`src/rtl/uart_rx_pkg.sv`:
```
// Shared constants for the UART receiver slice: FSM state codes,
// default frame width and the legal oversampling ratios.
package uart_rx_pkg;

  localparam int STATE_W = 3;

  localparam logic [STATE_W-1:0] ST_IDLE   = 3'd0;
  localparam logic [STATE_W-1:0] ST_START  = 3'd1;
  localparam logic [STATE_W-1:0] ST_DATA   = 3'd2;
  localparam logic [STATE_W-1:0] ST_PARITY = 3'd3;
  localparam logic [STATE_W-1:0] ST_STOP   = 3'd4;
  localparam logic [STATE_W-1:0] ST_DONE   = 3'd5;

  typedef logic [STATE_W-1:0] state_t;

  localparam int DATA_BITS_DEF = 8;

  localparam int PRESCALE_8  = 8;
  localparam int PRESCALE_16 = 16;
  localparam int PRESCALE_32 = 32;

endpackage

```
`src/rtl/uart_rx_strobe_gen.sv`:
```
// Decodes the per-bit check strobe (majority result settled) and
// the end-of-bit strobe from the edge counter.
module uart_rx_strobe_gen #(
  parameter int PRESCALE_WIDTH = 6
) (
  input  logic [PRESCALE_WIDTH-1:0] prescale,
  input  logic [PRESCALE_WIDTH-1:0] edge_cnt,
  output logic                      chk,
  output logic                      bit_end
);

  logic [PRESCALE_WIDTH-1:0] chk_pt;
  logic [PRESCALE_WIDTH-1:0] end_pt;

  assign chk_pt  = (prescale >> 1) + PRESCALE_WIDTH'(2);
  assign end_pt  = prescale - PRESCALE_WIDTH'(1);
  assign chk     = (edge_cnt == chk_pt);
  assign bit_end = (edge_cnt == end_pt);

endmodule

```
`src/rtl/uart_rx_fsm.sv`:
```
// UART RX control FSM: sequences one frame and issues data_valid.
// Optional UART_RX_ERR_FLAGS_EN adds per-frame parity/stop error pulses.
module uart_rx_fsm
  import uart_rx_pkg::*;
#(
  parameter int PRESCALE_WIDTH = 6,
  parameter int DATA_BITS      = DATA_BITS_DEF
) (
  input  logic                      clk,
  input  logic                      rst,
  input  logic                      rx_in,
  input  logic                      par_en,
  input  logic [PRESCALE_WIDTH-1:0] prescale,
  input  logic [PRESCALE_WIDTH-1:0] edge_cnt,
  input  logic [3:0]                bit_cnt,
  input  logic                      strt_glitch,
  input  logic                      par_err,
  input  logic                      stp_err,
  output logic                      edge_bit_counter_enable,
  output logic                      dat_samp_en,
  output logic                      deser_en,
  output logic                      strt_chk_en,
  output logic                      par_chk_en,
  output logic                      stp_chk_en,
`ifdef UART_RX_ERR_FLAGS_EN
  output logic                      par_err_flag,
  output logic                      stp_err_flag,
`endif
  output logic                      data_valid
);

  localparam logic [3:0] LAST_DATA = 4'(DATA_BITS + 1);
  localparam logic [3:0] LAST_PAR  = 4'(DATA_BITS + 2);

  state_t state_q, state_d;
  logic   par_en_q, par_en_d;
  logic   err_q, err_d;
  logic   chk, bit_end;

`ifdef UART_RX_ERR_FLAGS_EN
  logic perr_q, perr_d;
  logic serr_q, serr_d;

  assign par_err_flag = (state_q == ST_DONE) & perr_q;
  assign stp_err_flag = (state_q == ST_DONE) & serr_q;
`endif

  uart_rx_strobe_gen #(
    .PRESCALE_WIDTH (PRESCALE_WIDTH)
  ) u_strobe (
    .prescale (prescale),
    .edge_cnt (edge_cnt),
    .chk      (chk),
    .bit_end  (bit_end)
  );

  always_comb begin
    state_d  = state_q;
    par_en_d = par_en_q;
    err_d    = err_q;
`ifdef UART_RX_ERR_FLAGS_EN
    perr_d   = perr_q;
    serr_d   = serr_q;
`endif
    edge_bit_counter_enable = 1'b0;
    dat_samp_en = 1'b0;
    deser_en    = 1'b0;
    strt_chk_en = 1'b0;
    par_chk_en  = 1'b0;
    stp_chk_en  = 1'b0;
    data_valid  = 1'b0;
    case (state_q)
      ST_IDLE: begin
        if (!rx_in) begin
          state_d  = ST_START;
          par_en_d = par_en;
        end
      end
      ST_START: begin
        edge_bit_counter_enable = 1'b1;
        dat_samp_en = 1'b1;
        strt_chk_en = 1'b1;
        if (chk && strt_glitch) begin
          state_d = ST_IDLE;
        end else if (bit_cnt == 4'd1) begin
          state_d = ST_DATA;
        end
      end
      ST_DATA: begin
        edge_bit_counter_enable = 1'b1;
        dat_samp_en = 1'b1;
        deser_en    = chk;
        if (bit_cnt == LAST_DATA) begin
          state_d = par_en_q ? ST_PARITY : ST_STOP;
        end
      end
      ST_PARITY: begin
        edge_bit_counter_enable = 1'b1;
        dat_samp_en = 1'b1;
        par_chk_en  = 1'b1;
        if (chk) begin
          err_d = err_q | par_err;
`ifdef UART_RX_ERR_FLAGS_EN
          perr_d = perr_q | par_err;
`endif
        end
        if (bit_cnt == LAST_PAR) begin
          state_d = ST_STOP;
        end
      end
      ST_STOP: begin
        edge_bit_counter_enable = 1'b1;
        dat_samp_en = 1'b1;
        stp_chk_en  = 1'b1;
        if (chk) begin
          err_d = err_q | stp_err;
`ifdef UART_RX_ERR_FLAGS_EN
          serr_d = serr_q | stp_err;
`endif
        end
        if (bit_end) begin
          state_d = ST_DONE;
        end
      end
      ST_DONE: begin
        data_valid = ~err_q;
        err_d      = 1'b0;
`ifdef UART_RX_ERR_FLAGS_EN
        perr_d     = 1'b0;
        serr_d     = 1'b0;
`endif
        // A low line here is already the next frame's start bit.
        if (!rx_in) begin
          state_d  = ST_START;
          par_en_d = par_en;
        end else begin
          state_d  = ST_IDLE;
        end
      end
      default: state_d = ST_IDLE;
    endcase
  end

  always_ff @(posedge clk or negedge rst) begin
    if (!rst) begin
      state_q  <= ST_IDLE;
      par_en_q <= 1'b0;
      err_q    <= 1'b0;
    end else begin
      state_q  <= state_d;
      par_en_q <= par_en_d;
      err_q    <= err_d;
    end
  end

`ifdef UART_RX_ERR_FLAGS_EN
  always_ff @(posedge clk or negedge rst) begin
    if (!rst) begin
      perr_q <= 1'b0;
      serr_q <= 1'b0;
    end else begin
      perr_q <= perr_d;
      serr_q <= serr_d;
    end
  end
`endif

endmodule

```
`config.mk`:
```
export PLATFORM = sky130hd
export DESIGN_NAME = uart_rx_fsm
export DESIGN_NICKNAME = d
export VERILOG_FILES = /design/src/rtl/uart_rx_pkg.sv /design/src/rtl/uart_rx_strobe_gen.sv /design/src/rtl/uart_rx_fsm.sv
export SDC_FILE = /design/constraint.sdc
export NUM_CORES = 1
export LEC_CHECK = 0
export ABC_AREA = 1
export CAP_MARGIN = 10
export CORE_MARGIN = 2
export CORE_UTILIZATION = 38
export DETAILED_ROUTE_END_ITERATION = 6
export PLACE_DENSITY = 0.69
export SLEW_MARGIN = 20
export SYNTH_ARGS = -nofsm -noshare
export SYNTH_HDL_FRONTEND = slang
export SYNTH_HIERARCHICAL = 1
export SYNTH_SLANG_ARGS = --single-unit
```
`constraint.sdc`:
```
create_clock -name clk -period 3.1 [get_ports clk]
set_input_delay 0.62 -clock clk [delete_from_list [all_inputs] [get_ports clk]]
set_output_delay 0.62 -clock clk [all_outputs]
set_load 0.005 [all_outputs]
```
==> out/qor.yml <==
drt:
  drtPass1Iterations: 4
  wl_mm: 2.050
  drt_iter0_drc: 11
  viasPerCell: 4.526
  drc: 0
  dr_total_vias: 973
  wl_per_cell_um: 9.535
  ant_nets: 0
global_routing:
  grt_util_met3: 0.04598
  top_usage_layer: "met2"
  grt_pass1_wl_mm: 3.663
  grt_start_max_net_pins: 8
  use_met1: 0.2236
  grt_util_met2: 0.3017
  grt_pass1_vias: 913
  antenna_found_initial: 0
  overflow: 0
  grt_usage: 0.1777
sta:
  skew_ns: 0.0006527
  fin_ws_ns: 0.2039
  setup_violations: 0
  fmax_mhz: 345.3
  slew-limit-headroom: 0.8018
  min_period_over_period: 0.9342
  slew_viol_final: 0
  hold_viol: 0
  min_period_ns: 2.896
  tns_ns: 0
  rsz0062_at_grt: "false"
  max_slew.worst_pin.slew_ns: 0.2973
clock_tree:
  clk-insertion-delay-late_ns: 0.25
  cts_tree: "done"
  numClockSinks: 5
  cts.clk_slew.worst_paths_ns: 0.05
  cts_max_level: 1
  clockBufferDepth: 2
  cts_made_buffers: 3
  cts_root_buf: "clkbuf_4"
power_and_ir_drop:
  swShare: 0.4604
  pwr-share-seq: 0.218
  finalPower_uw: 657.6
  p_leak_nw: 0.6658
  p_per_area_mw_per_mm2: 517.3
  ir_worst_vdd_mv: 0.3736
  p_clk_frac: 0.122
  comb_power_share: 0.659
  internal_power_uw: 354.9
  p_switching_uw: 302.8
setup_path:
  start_kind: "input port"
  crit_fanout: 3
  worstSetupPathType: "input port to output pin"
  arrival_ns: 2.28
  critical_path_required_ns: 2.48
  end_kind: "output pin"
layout:
  fillerInstances: 211
  fin_area_sq_mm: 0.001271
  area_growth_pct: 45.98
  fin_nets: 215
  n_antenna_cell: 0
  drive_above_1_share: 0.2246
yosys:
  ys_seq_area_frac: 0.1437
  syn_area_per_cell_sq_um: 5.884
  ys_ff_latch: 5
  ys_types: 26
  synthCells: 148
  syn-cell-area_sq_um: 870.8
  yosysWarnings: 6
  synth.net_count: 175
placed_design:
  place_area_sq_mm: 0.001237
  routabilityCongestion: 0.8402
  dp_worst_setup_slack_ns: -0.2554
  io_buffers: 29
  dp_hpwl_mm: 1.808
hold_path:
  min_path_type: "register to register"
floorplanning:
  dieArea_sq_mm: 0.002691
  rows: 17
  core-area_sq_mm: 0.002191
  ios: 30
  chipWidth_um: 51.87
  initial_core_util: 0.3975
  die_y_um: 51.87
job:
  maxCapViolations: 0
run_status:
  status: "finished clean"
-- critical path: stages --
cell and delay (ns):
clkdlybuf4s50_1 0.51, ha_2 0.20, xnor2_1 0.13, xor2_1 0.17
nand3_1 0.10, nor2_2 0.11, nor3b_2 0.18, dlygate4sd2_1 0.25
-- worst paths after layout --
kind	start	end	slack, ns	depth (start not counted)
max in group asynchronous	rst	state_q[1]$_DFFE_PN0P_	2.30	1
min in group asynchronous	rst	par_en_q$_DFFE_PN0P_	0.60	1
worst min-delay path	err_q$_DFFE_PN0P_	err_q$_DFFE_PN0P_	0.53	2
worst min register to register	err_q$_DFFE_PN0P_	err_q$_DFFE_PN0P_	0.53	2
worst max register to register	state_q[1]$_DFFE_PN0P_	state_q[2]$_DFFE_PN0P_	1.84	6
worst max-delay path	prescale[3]	deser_en	0.20	8
-- timing repair --
item / 4_1_cts / 5_1_grt
hold buffers: 0 / 0
resized for setup: 5 / 0
buffers inserted: 0 / 0
setup endpoints to repair: 1 / 0
endpoints found under the hold margin: 0 / 0
-- layout by cell type, fill, tap and decap left out, types with 5 or more instances in the layout --
| cell type | instances |
|---|---|
| nand3_1 | 14 |
| clkdlybuf4s50_1 | 27 |
| nand2_2 | 9 |
| buf_4 | 8 |
| nor2_2 | 5 |
| nor2_1 | 9 |
| nand2_1 | 47 |
| inv_1 | 21 |
| xnor2_1 | 6 |
| inv_2 | 7 |
| dfrtp_1 | 5 |
-- sequential cells by signal, summed over array words and instances, names as in the netlist --
signal and flops:
err_q 1, par_en_q 1, state_q 3
-- layout make-up --
type,instances,area [sq um],area share
flip-flops and latches,5,125.1,0.09843
repair buffers,37,347.8,0.2736
clock buffers,4,26.28,0.02067
multi-input cells,112,628.1,0.4941
inverters,29,108.9,0.08563
well taps,28,35.03,0.02756
-- power by group through the flow --
stage	clock, mW	combinational (mW)	sequential, mW
4_1_cts	0.0829	0.439	0.144
3_5_place_dp	0	0.435	0.144
3_3_place_gp	0	0.428	0.145
6_report	0.0805	0.434	0.144
5_1_grt	0.0873	0.497	0.150
2_1_floorplan	0	0.296	0.133
-- through the flow --
step / util / hold slack [ns] / std cells
3_3_place_gp: 0.5648 / 0.5196 / 211
5_1_grt: 0.5802 / 0.5678 / 215
6_report: 0.5802 / 0.5263 / 215
4_1_cts: 0.5802 / 0.5311 / 215
3_5_place_dp: 0.5648 / 0.5274 / 211
2_1_floorplan: - / 0.3244 / 148
-- synthesized netlist by cell type (all sizes together) --
library cell | n | area [sq um]
nand2 | 57 | 244.0
inv | 28 | 105.1
nand3 | 17 | 100.1
nor2 | 15 | 73.82
xnor2 | 6 | 52.55
dfrtp | 5 | 125.1
ha | 4 | 50.05
a21oi | 3 | 22.52
xor2 | 3 | 26.28
buf | 2 | 18.77
o21ai | 2 | 10.00
clkinv | 1 | 3.750
nand3b | 1 | 7.510
nand4 | 1 | 6.260
nor3 | 1 | 10.01
nor3b | 1 | 7.510
o211ai | 1 | 7.510
-- layer usage --
layer  up-vias  share of wire
li1        531              -
met1       420           0.47
met2        22           0.48
met3         0          0.047
met4         0              0
met5         -              0
-- cells by family (layout without fill, tap and decap cells) --
family	after synthesis	after routing	share of synthesized area
xor gates and xnor gates	9	9	0.09052
DFF	5	5	0.1437
adders and majority gates	4	4	0.05747
AOI/OAI and AO/OA	6	6	0.04597
and+or+nand+nor	93	93	0.5158
buffers and inverters	31	70	0.1466
Power figures use the tool's default switching activity.
